## config.mk

```make
export PLATFORM = sky130hd
export DESIGN_NAME = synapse_current_gen
export DESIGN_NICKNAME = d
export VERILOG_FILES = /design/src/rtl/snn_pkg.sv /design/src/rtl/synapse_current_gen_sum.sv /design/src/rtl/synapse_current_gen.sv
export SDC_FILE = /design/constraint.sdc
export NUM_CORES = 1
export LEC_CHECK = 0
export ABC_AREA = 1
export CAP_MARGIN = 40
export CORE_ASPECT_RATIO = 1.4
export CORE_MARGIN = 2
export CORE_UTILIZATION = 60
export CTS_BUF_LIST = sky130_fd_sc_hd__clkbuf_16
export DETAILED_ROUTE_END_ITERATION = 6
export PLACE_DENSITY = 0.8
export RECOVER_POWER = 25
export SLEW_MARGIN = 30
export SYNTH_ARGS = -nofsm -noshare
export SYNTH_HDL_FRONTEND = slang
export SYNTH_SLANG_ARGS = --single-unit
```

## constraint.sdc

```tcl
create_clock -name clk -period 11.9 [get_ports clk]
set_input_delay 1.19 -clock clk [delete_from_list [all_inputs] [get_ports clk]]
set_output_delay 1.19 -clock clk [all_outputs]
set_load 0.1 [all_outputs]
```

## src/rtl/snn_pkg.sv

```systemverilog
// Shared types and helpers for the spiking-neuron datapath (synapse front end and LIF neuron).
package snn_pkg;

  localparam int unsigned CUR_WIDTH_DEF = 16;
  localparam int unsigned W_WIDTH_DEF   = 8;
  // Wide enough to hold any pre-clamp current for CUR_WIDTH up to 32 and N_SYN up to 16.
  localparam int unsigned CLAMP_W       = 40;

  typedef enum logic {
    ST_CONFIG = 1'b0,
    ST_RUN    = 1'b1
  } state_e;

  // Clamp a signed value into the unsigned range [0, 2^cur_w - 1].
  function automatic logic signed [CLAMP_W-1:0] sat_clamp(
    input logic signed [CLAMP_W-1:0] x,
    input int unsigned               cur_w
  );
    logic signed [CLAMP_W-1:0] max_v;
    max_v = $signed((CLAMP_W'(1) << cur_w) - CLAMP_W'(1));
    if (x[CLAMP_W-1]) begin
      return '0;
    end else if (x > max_v) begin
      return max_v;
    end else begin
      return x;
    end
  endfunction

endpackage

```

## src/rtl/synapse_current_gen_sum.sv

```systemverilog
// Masked signed sum of the synapse weights whose spike line is set.
module syn_weight_sum
  import snn_pkg::*;
#(
  parameter int unsigned N_SYN   = 4,
  parameter int unsigned W_WIDTH = W_WIDTH_DEF,
  parameter int unsigned SUM_W   = CUR_WIDTH_DEF + 4
) (
  input  logic [N_SYN*W_WIDTH-1:0] i_weights,
  input  logic [N_SYN-1:0]         i_mask,
  output logic signed [SUM_W-1:0]  o_sum
);

  always_comb begin
    o_sum = '0;
    for (int i = 0; i < int'(N_SYN); i++) begin
      if (i_mask[i]) begin
        o_sum = o_sum + SUM_W'($signed(i_weights[i*W_WIDTH +: W_WIDTH]));
      end
    end
  end

endmodule

```

## src/rtl/synapse_current_gen.sv

```systemverilog
// Synaptic current generator: weight RAM loaded in CONFIG, leaky spike-weighted accumulator in RUN.
module synapse_current_gen
  import snn_pkg::*;
#(
  parameter int unsigned N_SYN       = 4,
  parameter int unsigned W_WIDTH     = W_WIDTH_DEF,
  parameter int unsigned CUR_WIDTH   = CUR_WIDTH_DEF,
  parameter int unsigned DECAY_SHIFT = 2,
  localparam int unsigned A_W        = (N_SYN > 1) ? $clog2(N_SYN) : 1
) (
  input  logic                 clk,
  input  logic                 rst_n,
  input  logic [N_SYN-1:0]     spike_in,
  input  logic                 start,
  input  logic                 stop,
  input  logic                 w_valid,
  output logic                 w_ready,
  input  logic [A_W-1:0]       w_addr,
  input  logic [W_WIDTH-1:0]   w_data,
  output logic                 running,
  output logic [CUR_WIDTH-1:0] current,
  output logic                 sat
);

  localparam int unsigned SUM_W = CUR_WIDTH + $clog2(N_SYN) + 2;

  state_e                      r_state;
  state_e                      w_state_nxt;
  logic signed [W_WIDTH-1:0]   r_weight [N_SYN];
  logic [N_SYN*W_WIDTH-1:0]    w_weights_flat;
  logic signed [SUM_W-1:0]     w_sum;
  logic [CUR_WIDTH-1:0]        r_current;
  logic                        r_sat;
  logic [CUR_WIDTH-1:0]        w_leak;
  logic signed [SUM_W-1:0]     w_next;
  logic signed [CLAMP_W-1:0]   w_next_ext;
  logic [CUR_WIDTH-1:0]        w_cur_nxt;
  logic                        w_sat_nxt;
  logic                        w_wr_en;

  always_ff @(posedge clk or negedge rst_n) begin
    if (!rst_n) begin
      r_state <= ST_CONFIG;
    end else begin
      r_state <= w_state_nxt;
    end
  end

  // Stop has priority over start; each is only honoured in the opposite state.
  always_comb begin
    w_state_nxt = r_state;
    case (r_state)
      ST_CONFIG: if (start && !stop) w_state_nxt = ST_RUN;
      ST_RUN:    if (stop)           w_state_nxt = ST_CONFIG;
      default:   w_state_nxt = ST_CONFIG;
    endcase
  end

  assign w_ready = (r_state == ST_CONFIG);
  assign running = (r_state == ST_RUN);
  assign w_wr_en = w_valid && w_ready && (32'(w_addr) < N_SYN);

  always_ff @(posedge clk or negedge rst_n) begin
    if (!rst_n) begin
      for (int i = 0; i < int'(N_SYN); i++) r_weight[i] <= '0;
    end else if (w_wr_en) begin
      r_weight[w_addr] <= w_data;
    end
  end

  always_comb begin
    w_weights_flat = '0;
    for (int i = 0; i < int'(N_SYN); i++) begin
      w_weights_flat[i*W_WIDTH +: W_WIDTH] = r_weight[i];
    end
  end

  syn_weight_sum #(
    .N_SYN   (N_SYN),
    .W_WIDTH (W_WIDTH),
    .SUM_W   (SUM_W)
  ) u_sum (
    .i_weights (w_weights_flat),
    .i_mask    (spike_in),
    .o_sum     (w_sum)
  );

  // Leak floors at 1 so a small non-zero current always decays to 0.
  always_comb begin
    w_leak = r_current >> DECAY_SHIFT;
    if ((w_leak == '0) && (r_current != '0)) begin
      w_leak = CUR_WIDTH'(1);
    end
    w_next     = $signed({{(SUM_W-CUR_WIDTH){1'b0}}, r_current})
               - $signed({{(SUM_W-CUR_WIDTH){1'b0}}, w_leak})
               + w_sum;
    w_next_ext = CLAMP_W'(w_next);
    w_cur_nxt  = CUR_WIDTH'(sat_clamp(w_next_ext, CUR_WIDTH));
    w_sat_nxt  = (w_next_ext != $signed(CLAMP_W'(w_cur_nxt)));
  end

  always_ff @(posedge clk or negedge rst_n) begin
    if (!rst_n) begin
      r_current <= '0;
      r_sat     <= 1'b0;
    end else if ((r_state == ST_RUN) && !stop) begin
      r_current <= w_cur_nxt;
      r_sat     <= w_sat_nxt;
    end else begin
      r_current <= '0;
      r_sat     <= 1'b0;
    end
  end

  assign current = r_current;
  assign sat     = r_sat;

endmodule
```

==> results of run 1 <==
## how the worst min path moves through the flow
stage                         endpoint  slack, ns  cells past startpoint
after global placement    r_weight[24]       0.47                      2
after CTS                 r_weight[24]       0.49                      2
after floorplan           r_weight[31]       0.45                      2
after global routing       r_weight[3]       0.51                      2
after detailed placement  r_weight[24]       0.47                      2
final                     r_weight[27]       0.49                      2
## stage by stage
| step | area, um2 | hold WS, ns | utilization | setup WS, ns |
|---|---|---|---|---|
| global placement | 7230 | 0.467 | 0.662 | 2.54 |
| floorplan | 6760 | 0.453 | - | 4.55 |
| finish | 7670 | 0.491 | 0.702 | 2.75 |
| global route | 7670 | 0.512 | 0.702 | 2.25 |
| CTS | 7670 | 0.494 | 0.702 | 2.73 |
| detailed placement | 7520 | 0.475 | 0.688 | 2.44 |
## worst register-to-register path, delay by kind of cell (launching register included)
kind,cells,cell delay [ns]
XOR/XNOR,1,0.19
AO/OA/AOI/OAI,10,2.04
adder cells (fa/ha/maj),6,1.98
buffers and inverters,4,0.24
flip-flops,1,0.38
AND/OR/NAND/NOR,21,2.91
## area by class of cell
cell class	instances	area, um2
clock buffers	5	125
clock inverters	3	28.8
fillers	931	3260
inverters	137	514
multi-input cells	819	4900
flip-flops and latches	50	1250
well taps	141	176
repair buffers	59	669
## metal layers
layer / track usage / share of wire / vias to the layer above
li1: - / - / 3515
met1: 0.302 / 0.38 / 3173
met2: 0.628 / 0.55 / 127
met3: 0.0302 / 0.021 / 50
met5: 0 / 0 / -
met4: 0.136 / 0.043 / 0
## cells by family after synthesis
| family | synth area share |
|---|---|
| buffers and inverters | 0.0891 |
| XOR/XNOR | 0.0700 |
| flip-flops | 0.185 |
| AO/OA/AOI/OAI | 0.207 |
| adder cells (fa/ha/maj) | 0.163 |
| AND/OR/NAND/NOR | 0.285 |
## state kept, by name, summed over array words and instances (netlist names)
register,count
r_weight,32
sat,1
running,1
current,16
## cell usage in the layout (no fill, tap or decap), types with 21 or more instances in the layout
cell type          n
nand2_1          252
inv_1            134
o21ai_0           87
a21oi_1           84
ha_1              77
nor2_1            67
dfrtp_1           50
nand3_1           49
clkdlybuf4s50_1   36
xor2_1            33
xnor2_1           21
==> results by group, run 1 <==
Critical path
  • Reg2Reg Depth: 42
  • Critical R2R Capture: current[5]
  • Critical R2R Launch: r_weight[24]
  • WP data required: roughly 12 ns
  • CP Launch Point: spike_in[0]
  • CP Depth: 43
  • Delay-heaviest family, CP: simple AND/OR/NAND/NOR gates
  • CP Capture Type: flip-flop
  • Most used cell, CP: nand2_1
  • Data arrival time of the worst path: between 9 and 10 ns
  • Critical-path top delay cell: clkdlybuf4s50_1
  • WS Path Type: in2reg
  • Worst setup SP type: input port
  • Critical Path Max Stage Delay: roughly 0.76 ns
  • Worst path buffer plus inverter count: 5
  • Reg2Reg Setup Slack: a little over 4 ns
  • Crit Path Max Fanout: 17
  • CP endpoint: current[5]

STA
  • Max Slew Vio Count: 51
  • Fmax: 109 MHz
  • RSZ-0062 raised after global routing: no
  • Final Hold Fails: 0
  • Setup Skew: 0.00765 ns
  • Max-slew headroom: -0.816
  • Final Cycle Share: 0.769
  • Final setup violation count: 0
  • Setup TNS: 0 ns
  • Least-Margin Pin Slew: 2.72 ns
  • Post-route minimum period: just over 9 ns

Clocking
  • Latest clock arrival within the worst-skew pair: around 0.3 ns
  • Worst-case clock buffer depth: 2
  • CTS H-tree depth: 2
  • CTS Hold Bufs: 0
  • Root Driver: clkbuf_16
  • CTS tree: yes
  • Clk sinks: 50
  • Number of gates resized after cts: 0
  • Num CTS Buffers: 5
  • Clk pin slew, worst setup/hold paths: ~0.070 ns
  • Setup Fix Bufs, Post-CTS: 0

Routing
  • First-pass DRT Iterations: 5
  • Post-DRT Antenna Nets: 0
  • Drt drc: 0
  • Vias per std cell: ~5.7
  • Vias after detailed routing: approximately 6900
  • Starting DRT DRC Count: roughly 340
  • WL/cell: approximately 15 um
  • Routed WL: 17900 um

Logic synthesis
  • Synth area leader: dfrtp_1
  • Syn Area/Cell: around 6.6 um2
  • Number of synthesized register bits: 50
  • Count leader, synth: nand2_1
  • Seq/Total Area, Yosys: 0.185
  • Library cells used by synthesis: 50
  • Mapped Area: around 6800 um2
  • Most frequent cells after synthesis: nand2_1, inv_1, o21ai_0, a21oi_1, ha_1
  • Post-synth EDFFs: 0
  • Syn Inst Count: 1022
  • Post-synth top area share: 0.185
  • Cells taking the most area after synthesis: dfrtp_1, ha_1, nand2_1
  • Synth warn: 0
  • Async S/R FF share, synth: 1.00
  • Syn_nets: about 1100
  • Top_reg_cell synth: dfrtp_1

Placement
  • Placed cells: around 1200
  • Post-DP HPWL: 14900 um
  • GP Congestion: 0.978
  • Number of port buffers: 37

GRT
  • Antenna violations before repair: 0
  • Vias in the first global route: roughly 7000
  • Total grt overflow: 0
  • GR Util All Layers: 0.306
  • First-pass GRT wire length: about 30000 um
  • Largest net degree at the start of global routing: between 50 and 60

Floorplan
  • Die area: about 12000 um2
  • Die width: ~94 um
  • Ports: 38
  • Die Y: about 130 um
  • Initial core utilization: 0.618
  • CORE AREA: ~11000 um2
  • Row cnt: between 40 and 50

Run
  • Number of max-cap violations: 1

Cells and area
  • Final net count: 1175
  • Antenna Cells: 0
  • Area growth syn-to-layout: 13.5%
  • Fraction of layout cells with a size suffix above 1: 0.0829
  • Fin cells: 1214

Status
  • Failing checks: max-capacitance violations, max-slew violations
  • Status: finished with violations

Hold path
  • Min-Delay Path Class: reg2reg
  • Hold Crit Start: r_weight[27]
Power of run 1 is not shown: default switching activity piles up to over one toggle a cycle in this logic, so the estimate is an artifact.
==> run 2: changes to the inputs <==
--- a/config.mk
+++ b/config.mk
@@ -9,10 +9,10 @@
 export CAP_MARGIN = 40
 export CORE_ASPECT_RATIO = 1.4
 export CORE_MARGIN = 2
-export CORE_UTILIZATION = 60
+export CORE_UTILIZATION = 56
 export CTS_BUF_LIST = sky130_fd_sc_hd__clkbuf_16
 export DETAILED_ROUTE_END_ITERATION = 6
-export PLACE_DENSITY = 0.8
+export PLACE_DENSITY = 0.78
 export RECOVER_POWER = 25
 export SLEW_MARGIN = 30
 export SYNTH_ARGS = -nofsm -noshare
==> constraint.sdc (replaced) <==
create_clock -name clk -period 7.9 [get_ports clk]
set_input_delay 0.79 -clock clk [delete_from_list [all_inputs] [get_ports clk]]
set_output_delay 0.79 -clock clk [all_outputs]
set_load 0.1 [all_outputs]
==> results by group, run 2 (synthesis gave the netlist of run 1 again) <==
Placement
  • Post-DP HPWL: 15300 um (+2.9%)
  • Pre-CTS WS: -0.0502 ns (-2.49 ns)
  • GP Congestion: 0.997 (+2.0%)
  • Placed cells: 1263 (+4.7%)
  • Number of port buffers: 37 (unchanged)

STA
  • Max Slew Vio Count: 51 (unchanged)
  • Max-slew headroom: -0.841 (-0.0256)
  • Setup TNS: 0 ns (unchanged)
  • Final Cycle Share: 0.946
  • Post-route minimum period: 7.47 ns
  • Least-Margin Pin Slew: 2.76 ns (+0.0384 ns)
  • Final Hold Fails: 0 (unchanged)
  • Final setup violation count: 0 (unchanged)
  • Final Worst Setup Slack: 0.430 ns (-2.32 ns)
  • Setup Skew: 0.00940 ns (+0.00175 ns)
  • Fmax: between 100 and 150 MHz

Clocking
  • Root Driver: clkbuf_16
  • CTS H-tree depth: 2 (unchanged)
  • Num CTS Buffers: 5 (unchanged)
  • Worst-case clock buffer depth: 2 (unchanged)
  • CTS tree: yes
  • Latest clock arrival within the worst-skew pair: 0.30 ns (about the same)
  • Clk pin slew, worst setup/hold paths: 0.07 ns (about the same)
  • CTS Hold Bufs: 0 (unchanged)
  • Clk sinks: 50 (unchanged)

Critical path
  • Critical Path Max Stage Delay: 0.41 ns (-0.35 ns)
  • Most used cell, CP: nand2_1
  • Worst setup SP type: input port
  • Reg2Reg Depth: 42 (unchanged)
  • Critical-path top delay cell: clkdlybuf4s50_1
  • Critical R2R Launch: r_weight[24]
  • Data arrival time of the worst path: 7.70 ns (-1.61 ns)
  • WS Path Type: in2reg
  • Reg2Reg Setup Slack: 1.01 ns (-3.02 ns)
  • WP data required: 8.13 ns (-3.93 ns)
  • Critical R2R Capture: current[2]
  • CP Capture Type: flip-flop
  • Crit Path Max Fanout: 16 (-1)

Floorplan
  • Ports: 38 (unchanged)
  • Row cnt: 47 (+4.4%)
  • CORE AREA: 11800 um2 (+8.2%)
  • Initial core utilization: 0.572 (-0.0469)
  • Die width: 96.8 um (+3.4%)
  • Die Y: 134 um (+3.4%)
  • Die area: 13000 um2 (+6.9%)

GRT
  • Total grt overflow: 0 (unchanged)
  • Antenna violations before repair: 0 (unchanged)
  • First-pass GRT wire length: 31100 um (+4.1%)
  • Largest net degree at the start of global routing: 51 (unchanged)
  • Vias in the first global route: 7181 (+4.5%)
  • GR Util All Layers: 0.288 (-0.0182)

Routing
  • WL/cell: 14.6 um (-1.4%)
  • Drt drc: 0 (unchanged)
  • Post-DRT Antenna Nets: 0 (unchanged)
  • First-pass DRT Iterations: 5 (unchanged)
  • Vias after detailed routing: 7121 (+3.7%)
  • Routed WL: 18600 um (+3.7%)
  • Starting DRT DRC Count: 360 (+7.1%)
  • Vias per std cell: 5.58 (-1.3%)

Hold path
  • Hold Crit Start: r_weight[27]
  • Min-Delay Path Class: reg2reg
  • Hold Crit Depth: 2 (unchanged)
  • Hold Crit Endpoint: r_weight[27]

Cells and area
  • Most common cell after layout, fill and taps aside: nand2_1
  • Area growth syn-to-layout: 21.7%
  • Antenna Cells: 0 (unchanged)
  • Fraction of layout cells with a size suffix above 1: 0.147 (+0.0641)
  • Largest register FFs: 32 (unchanged)
  • Most frequent cells in the layout: nand2_1, inv_1, o21ai_0, a21oi_1, ha_1
  • Fin cells: 1276 (+5.1%)
  • Final net count: 1231 (+4.8%)
  • Largest register by flop count: r_weight

Run
  • Number of max-cap violations: 1 (unchanged)

Status
  • Status: finished with violations
  • Failing checks: max-capacitance violations, max-slew violations
-- run 2: layout make-up --
cell class	instances	area, um2
Clock buffer	5	125
Clock inverter	3	20.0
Fill cell	1005	3600
Inverter	137	514
Multi-Input combinational cell	819	5020
Sequential cell	50	1250
Tap cell	147	184
Timing Repair Buffer	115	1110
-- run 2: how the worst max path moves through the flow --
| stage | from | to | slack (ns) | cells after the start |
|---|---|---|---|---|
| after floorplan | spike_in[0] | current[11] | 0.95 | 44 |
| final | spike_in[0] | current[2] | 0.43 | 42 |
| after global routing | spike_in[0] | current[2] | -0.13 | 44 |
| after global placement | spike_in[0] | current[15] | 0.10 | 44 |
| after CTS | spike_in[0] | current[2] | 0.27 | 44 |
| after detailed placement | spike_in[0] | current[2] | -0.05 | 44 |
-- run 2: stage by stage --
step | instance area (um2) | utilization | hold slack, ns
3_5_place_dp | 7930 | 0.671 | 0.475
4_1_cts | 8070 | 0.683 | 0.495
5_1_grt | 8220 | 0.696 | 0.523
2_1_floorplan | 6760 | - | 0.453
6_report | 8220 | 0.696 | 0.491
3_3_place_gp | 7630 | 0.645 | 0.466
-- run 2: repair_timing --
action | in CTS | in global routing
gates resized for setup | 0 | 28
buffers inserted | 0 | 5
endpoints found under the setup margin | 0 | 17
-- run 2: routing by layer --
metal / up-vias / global-route usage / wire length, um
li1: 3631 / - / -
met1: 3251 / 0.278 / 6930
met2: 170 / 0.581 / 10200
met3: 69 / 0.0219 / 345
met4: 0 / 0.175 / 1110
met5: - / 0 / 0
-- run 2: critical path: cells and delay by family --
kind / cells / cell delay, ns
compound gates: 10 / 1.90
fa+ha+maj: 5 / 1.60
buf+inv: 9 / 1.08
simple gates: 18 / 2.30
Power of run 2 is left out for the same reason.
